## src/rtl/slc3_fetch_queue.sv

```systemverilog
// SLC-3 instruction-fetch engine: MAR<-PC, PC<-PC+1, MDR<-M[MAR], then push
// {PC, instruction} into a prefetch FIFO for decode. Supports step mode and redirect.
module slc3_fetch_queue #(
    parameter int unsigned ADDR_W   = 16,
    parameter int unsigned DATA_W   = 16,
    parameter int unsigned DEPTH    = 4,
    parameter int unsigned MEM_WAIT = 2,
    parameter int unsigned RESET_PC = 0
) (
    input  logic                     Clk,
    input  logic                     Reset,
    input  logic                     Run,
    input  logic                     Continue,
    input  logic                     step_mode,
    input  logic                     redirect_valid,
    input  logic [ADDR_W-1:0]        redirect_pc,
    output logic [ADDR_W-1:0]        mem_addr,
    output logic                     mem_oe,
    input  logic [DATA_W-1:0]        data_from_mem,
    output logic                     inst_valid,
    input  logic                     inst_ready,
    output logic [DATA_W-1:0]        inst_data,
    output logic [ADDR_W-1:0]        inst_pc,
    output logic [$clog2(DEPTH):0]   q_count,
    output logic [15:0]              fetch_count
);

    localparam int unsigned PW = $clog2(DEPTH);
    localparam int unsigned CW = PW + 1;
    localparam int unsigned WW = (MEM_WAIT > 1) ? $clog2(MEM_WAIT) : 1;

    typedef enum logic [2:0] {IDLE, ADDR, WAIT, CAPTURE, HOLD, PAUSE} state_t;

    state_t            state, state_n;
    logic [ADDR_W-1:0] pc, mar;
    logic [DATA_W-1:0] mdr;
    logic [WW-1:0]     wait_cnt;
    logic [DATA_W-1:0] q_data [DEPTH];
    logic [ADDR_W-1:0] q_pc   [DEPTH];
    logic [PW-1:0]     wr_ptr, rd_ptr;
    logic [CW-1:0]     count, count_n;
    logic [15:0]       fcount;
    logic              flush, push, pop, wait_last, slot_free;

    always_ff @(posedge Clk) begin
        if (Reset) state <= IDLE;
        else       state <= state_n;
    end

    always_comb begin
        state_n = state;
        case (state)
            IDLE:    if (Run) state_n = ADDR;
            ADDR:    state_n = WAIT;
            WAIT:    if (wait_last) state_n = CAPTURE;
            CAPTURE: begin
                if (step_mode)      state_n = PAUSE;
                else if (slot_free) state_n = ADDR;
                else                state_n = HOLD;
            end
            HOLD:    if (slot_free) state_n = ADDR;
            PAUSE:   if (Continue) state_n = slot_free ? ADDR : HOLD;
            default: state_n = IDLE;
        endcase
        if (flush) state_n = ADDR;
    end

    // slot_free looks at the occupancy after this cycle's push/pop, so a
    // fetch is only launched when its CAPTURE is guaranteed a free entry.
    always_comb begin
        flush     = redirect_valid && (state != IDLE);
        mem_oe    = (state == WAIT);
        wait_last = (state == WAIT) && (wait_cnt == WW'(MEM_WAIT - 1));
        push      = (state == CAPTURE) && !flush;
        pop       = (count != '0) && inst_ready && !flush;
        count_n   = count + CW'(push) - CW'(pop);
        slot_free = count_n < CW'(DEPTH);
    end

    always_ff @(posedge Clk) begin
        if (Reset) begin
            pc       <= ADDR_W'(RESET_PC);
            mar      <= '0;
            mdr      <= '0;
            wait_cnt <= '0;
            wr_ptr   <= '0;
            rd_ptr   <= '0;
            count    <= '0;
            fcount   <= '0;
            for (int unsigned i = 0; i < DEPTH; i++) begin
                q_data[i] <= '0;
                q_pc[i]   <= '0;
            end
        end else begin
            if (redirect_valid)     pc <= redirect_pc;
            else if (state == ADDR) pc <= pc + ADDR_W'(1);

            if (state == ADDR && !flush) mar <= pc;

            if (state == WAIT && !flush && !wait_last) wait_cnt <= wait_cnt + WW'(1);
            else                                       wait_cnt <= '0;

            if (wait_last && !flush) mdr <= data_from_mem;

            if (flush) begin
                wr_ptr <= '0;
                rd_ptr <= '0;
                count  <= '0;
            end else begin
                if (push) begin
                    q_data[wr_ptr] <= mdr;
                    q_pc[wr_ptr]   <= mar;
                    wr_ptr         <= wr_ptr + PW'(1);
                    fcount         <= fcount + 16'd1;
                end
                if (pop) rd_ptr <= rd_ptr + PW'(1);
                count <= count_n;
            end
        end
    end

    assign mem_addr    = mar;
    assign inst_valid  = (count != '0);
    assign inst_data   = q_data[rd_ptr];
    assign inst_pc     = q_pc[rd_ptr];
    assign q_count     = count;
    assign fetch_count = fcount;

endmodule

```

## config.mk

```make
export PLATFORM = sky130hd
export DESIGN_NAME = slc3_fetch_queue
export DESIGN_NICKNAME = d
export VERILOG_FILES = /design/src/rtl/slc3_fetch_queue.sv
export SDC_FILE = /design/constraint.sdc
export NUM_CORES = 1
export LEC_CHECK = 0
export ABC_AREA = 1
export CAP_MARGIN = 40
export CORE_MARGIN = 4
export CORE_UTILIZATION = 52
export CTS_CLUSTER_DIAMETER = 100
export DETAILED_ROUTE_END_ITERATION = 10
export DONT_BUFFER_PORTS = 1
export PLACE_DENSITY = 0.72
export SLEW_MARGIN = 20
export SYNTH_ARGS = -nofsm -noshare
export SYNTH_HDL_FRONTEND = slang
export SYNTH_SLANG_ARGS = --single-unit
```

## constraint.sdc

```tcl
create_clock -name Clk -period 4.5 [get_ports Clk]
set_input_delay 0.675 -clock Clk [delete_from_list [all_inputs] [get_ports Clk]]
set_output_delay 0.675 -clock Clk [all_outputs]
set_load 0.02 [all_outputs]
```

# == Word level (Yosys, flattened, before mapping) ==
# Memories as Yosys holds them, arrays and structs flattened. A register that Yosys moved wholly into a read port is not among the register bits.
# Cells that the tools add are included.
# word_totals
register_bits,75
memories,2
ramBits,128
output_inout_bits,69
word_cells,83
in_bits,39
# memory_table
name,words,width,rd,rd_clocked_by_memory_dff,write_ports,line,source
q_data,4,16,1,1,4,38,logic [DATA_W-1:0] q_data [DEPTH];
q_pc,4,16,1,1,4,39,logic [ADDR_W-1:0] q_pc [DEPTH];
# op_classes
add_sub_neg,7
n_bitwise,2
n_eq_ne,13
n_lt_le_gt_ge,1
n_reduce_logical,22
mux,26
# ops
cell,count
$mux W16,4
$add A16 B1 Y16 const B,2
$reduce_or A16 Y1,2
$mux W3,6
$pmux W3 S6,1
$mux W2,6
$logic_and A1 B1 Y1,9
$mux W1,9
$ne A3 B3 Y1 const B,3
$reduce_and A4 Y1,2
$eq A3 B2 Y1 const B,2
$eq A3 B3 Y1 const B,2
$ne A2 B2 Y1 const B,3
$reduce_bool A3 Y1,2
$add A2 B1 Y2 const B,2
$reduce_or A2 Y1,2
$add A3 B1 Y3,1
$eq A3 B1 Y1 const B,1
$logic_not A3 Y1,1
$lt A3 B3 Y1 const B,1
$ne A3 B1 Y1 const B,1
$sub A3 B1 Y3,1
$logic_not A1 Y1,2
$ne A2 B1 Y1 const B,1
4 further kinds,5

# == Logic depth before layout (Yosys ltp) ==
# logic_depth
ltp_word,11
depth_mapped,16
depth_no_buf,16

# == Worst setup path before layout ==
# OpenSTA, ideal clock, no wires.
# synth_path
path_type,input-to-reg
start,input port redirect_valid
end,"memory q_data[0][0], enable pin"
slack_ns,0.680
cell_stages,4
t_arrival_ns,3.355
required_ns,4.034
cell_sequence,buf_4 -> nor2_8 -> inv_4 -> o21ai_0
# synth_lines
item,line,source
from (decl),15,"input logic redirect_valid,"
to (decl),38,

==> results.yml <==
outcome:
  status: "finished clean"
power_and_ir_drop:
  p_sw_share_pct: 29.45
  vdd_drop_max_v: 0.0002957
  p_leak_uw: 0.003742
  total_power_uw: 4820
  power_switching_uw: 1420
  p_per_area_nw_per_um2: 471.1
  pwr-share-comb_pct: 17.1
  clockPowerShare_pct: 37.1
  seqPwrFrac_pct: 45.8
  p_int_uw: 3400
global_route:
  antenna_found_initial: 1
  grt_pass1_vias: 6276
  track_usage_pct: 21.00
  grt_pass1_wl_mm: 33.42
  grt_max_degree: 65
  overflow: 0
finish:
  fillers: 1523
  final_nets: 1060
  regArea_um2: 5386
  fin_util_pct: 58.95
  drive_gt1_share_pct: 11.63
  antenna_cells: 0
  layout_common_cells: "221 x nor2_1, 128 x edfxtp_1, 114 x nand2_1"
  final_common_cell: "nor2_1"
  multiInputGateArea_um2: 3168
  syn_to_final_growth_pct: 10.69
flow_run:
  max_cap_violations: 0
routing:
  first_pass_iters: 5
  drtIter0Drc: 445
  via_per_inst: 5.350
  ant_nets: 0
  drc: 0
  vias: 6725
  wl_mm: 21.33
  wl_per_cell_um: 16.97
yosys:
  syn_area_um2: 9244
  ys_seq_elements: 205
  synthFlopType: "edfxtp_1"
  yosys_warnings: 0
  synth_mux_area_share_pct: 0
  synth_area_leaders: "edfxtp_1 42%, dfxtp_1 17%, nor2_1 9.0%"
  synthSimpleGateAreaFrac_pct: 20.75
  synth_top_area_share_pct: 41.58
  synthAdderAreaFrac_pct: 0.7580
  synth-compound-area-share_pct: 12.15
  synth_xor_area_share_pct: 0.5685
  synth-async-reset-ratio_pct: 0
  synth_edf_count: 128
  synth_top_family_by_area: "simple AND/OR/NAND/NOR gates"
  synth_cells: 1024
  synth_top_area_cell: "edfxtp_1"
  synth_nets: 1068
  syn_area_per_cell_um2: 9.027
  post_synth_num_cell_types: 34
  seq_area_frac_synth_pct: 58.26
clock_tree:
  cts_hold_buf: 0
  clock_sinks: 205
  h-tree-depth: 1
  cts_resized: 0
  cts_setup_buffers: 0
  cts_tree: "built"
  clk_path_buf_depth: 3
  cts_buffers: 22
  clock_latency_ns: 0.50
  clk_pin_slew_ns: 0.06
  cts-root-buf: "clkbuf_16"
min_path:
  hold_end: "pc[3]"
  holdPathStages: 1
  hold_path_class: "in -> reg"
  hold_start: "Reset"
setup_path:
  r2r_cells: 15
  r2r-start: "state[2]"
  required_ns: 3.83
  cp_slowest_stage_delay_ns: 0.50
  crit_family: "buffers and inverters"
  endpoint_kind: "output pin"
  cp.buffers_inverters: 3
  slowest_stage: "clkinv_1"
  r2r-end: "state[0]"
  cp_max_fo: 24
  worst_setup_path_start_kind: "flop"
  crit_chain: "clkinv_1 -> buf_16 -> buf_4 -> o21ai_0 -> o22ai_1"
  cp.arrival_ns: 2.27
  critPathKind: "reg -> out"
  r2r_slack_ns: 1.90
placement:
  hpwl_mm: 14.12
  gp_congestion: 0.9222
  io_buffers: 0
timing:
  fmax_mhz: 339.7
  rsz0062_at_grt: "no"
  setup_viol: 0
  fin_worst_skew_ns: 0.01370
  final_max_slew_viol_count: 0
  final.period_utilization_pct: 65.42
  fin_setup_tns_ns: 0
  slew_headroom_pct: 55.38
  worst_slew_pin_slew_ns: 0.6693
  finalCriticalPeriod_ns: 2.944
  hold_viol: 0
die:
  die-area_um2: 19970
  start_util_pct: 53.26
  die_y_um: 141.3
  io_pins: 108
  die_w_um: 141.3
  core_area_um2: 17360
  rows: 48
metal layers:
layer / share of wire, % / routed length, um / GRT usage [%]
met3: 8.3 / 1768 / 4.415
met2: 47 / 9942 / 33.63
met4: 2.0 / 429 / 5.405
met5: 0.066 / 14 / 0
met1: 43 / 9174 / 29.40
cell type report:
cell class,instances,share of cell area [%]
Clock buffer,33,6.285
Tap cell,225,2.751
Clock inverter,7,0.8070
Inverter,125,4.610
Timing Repair Buffer,17,1.944
Sequential cell,205,52.64
Multi-Input combinational cell,645,30.96
power by group through the flow:
stage                     Sequential (uW)  Combinational [uW]  Clock, uW
after CTS                            2210                 829       1820
after global placement               2250                 794          0
after floorplan                      2220                 655          0
final                                2210                 825       1790
after detailed placement             2250                 827          0
after global routing                 2220                 911       1910
stage by stage:
stage                     instances  area [um2]  worst slack, ns  hold slack (ns)
final                          1257       10230            1.556           0.2438
after global routing           1257       10230            1.387           0.2268
after CTS                      1256       10220            1.553           0.2256
after detailed placement       1216        9495            1.603           0.4670
after global placement         1211        9390            1.536           0.4574
after floorplan                1024        9244           0.6795           0.4435
logic make-up after synthesis:
group	Yosys count
AOI/OAI and AO/OA	212
buffers and inverters	174
DFF	205
and+or+nand+nor	422
xor gates and xnor gates	6
adders and majority gates	5
synthesized netlist by cell type (10+ instances only):
| library cell | number |
|---|---|
| a21oi_1 | 54 |
| buf_2 | 10 |
| clkbuf_1 | 33 |
| dfxtp_1 | 77 |
| edfxtp_1 | 128 |
| inv_1 | 91 |
| inv_2 | 32 |
| nand2_1 | 114 |
| nand3_1 | 30 |
| nor2_1 | 221 |
| nor2_4 | 27 |
| nor3_1 | 12 |
| o21ai_0 | 114 |
| o22ai_1 | 32 |
worst max-delay path by stage:
| stage | from | endpoint | slack [ns] | depth (start not counted) |
|---|---|---|---|---|
| global placement | flop | inst_data[2] | 1.54 | 3 |
| finish | flop | inst_data[12] | 1.56 | 5 |
| CTS | flop | inst_data[12] | 1.55 | 5 |
| global route | flop | inst_pc[5] | 1.39 | 5 |
| floorplan | redirect_valid | q_data[0][0] | 0.68 | 4 |
| detailed placement | redirect_valid | state[0] | 1.60 | 14 |
sequential cells by signal, indices dropped and copies added, names as in the netlist, named ones only:
| register | count |
|---|---|
| wait_cnt | 1 |
| pc | 16 |
| rd_ptr | 2 |
| mdr | 16 |
| q_pc | 64 |
| wr_ptr | 2 |
| q_data | 64 |
| q_count | 3 |
| mem_addr | 16 |
| state | 3 |
| fetch_count | 16 |
Power figures use the tool's default switching activity.
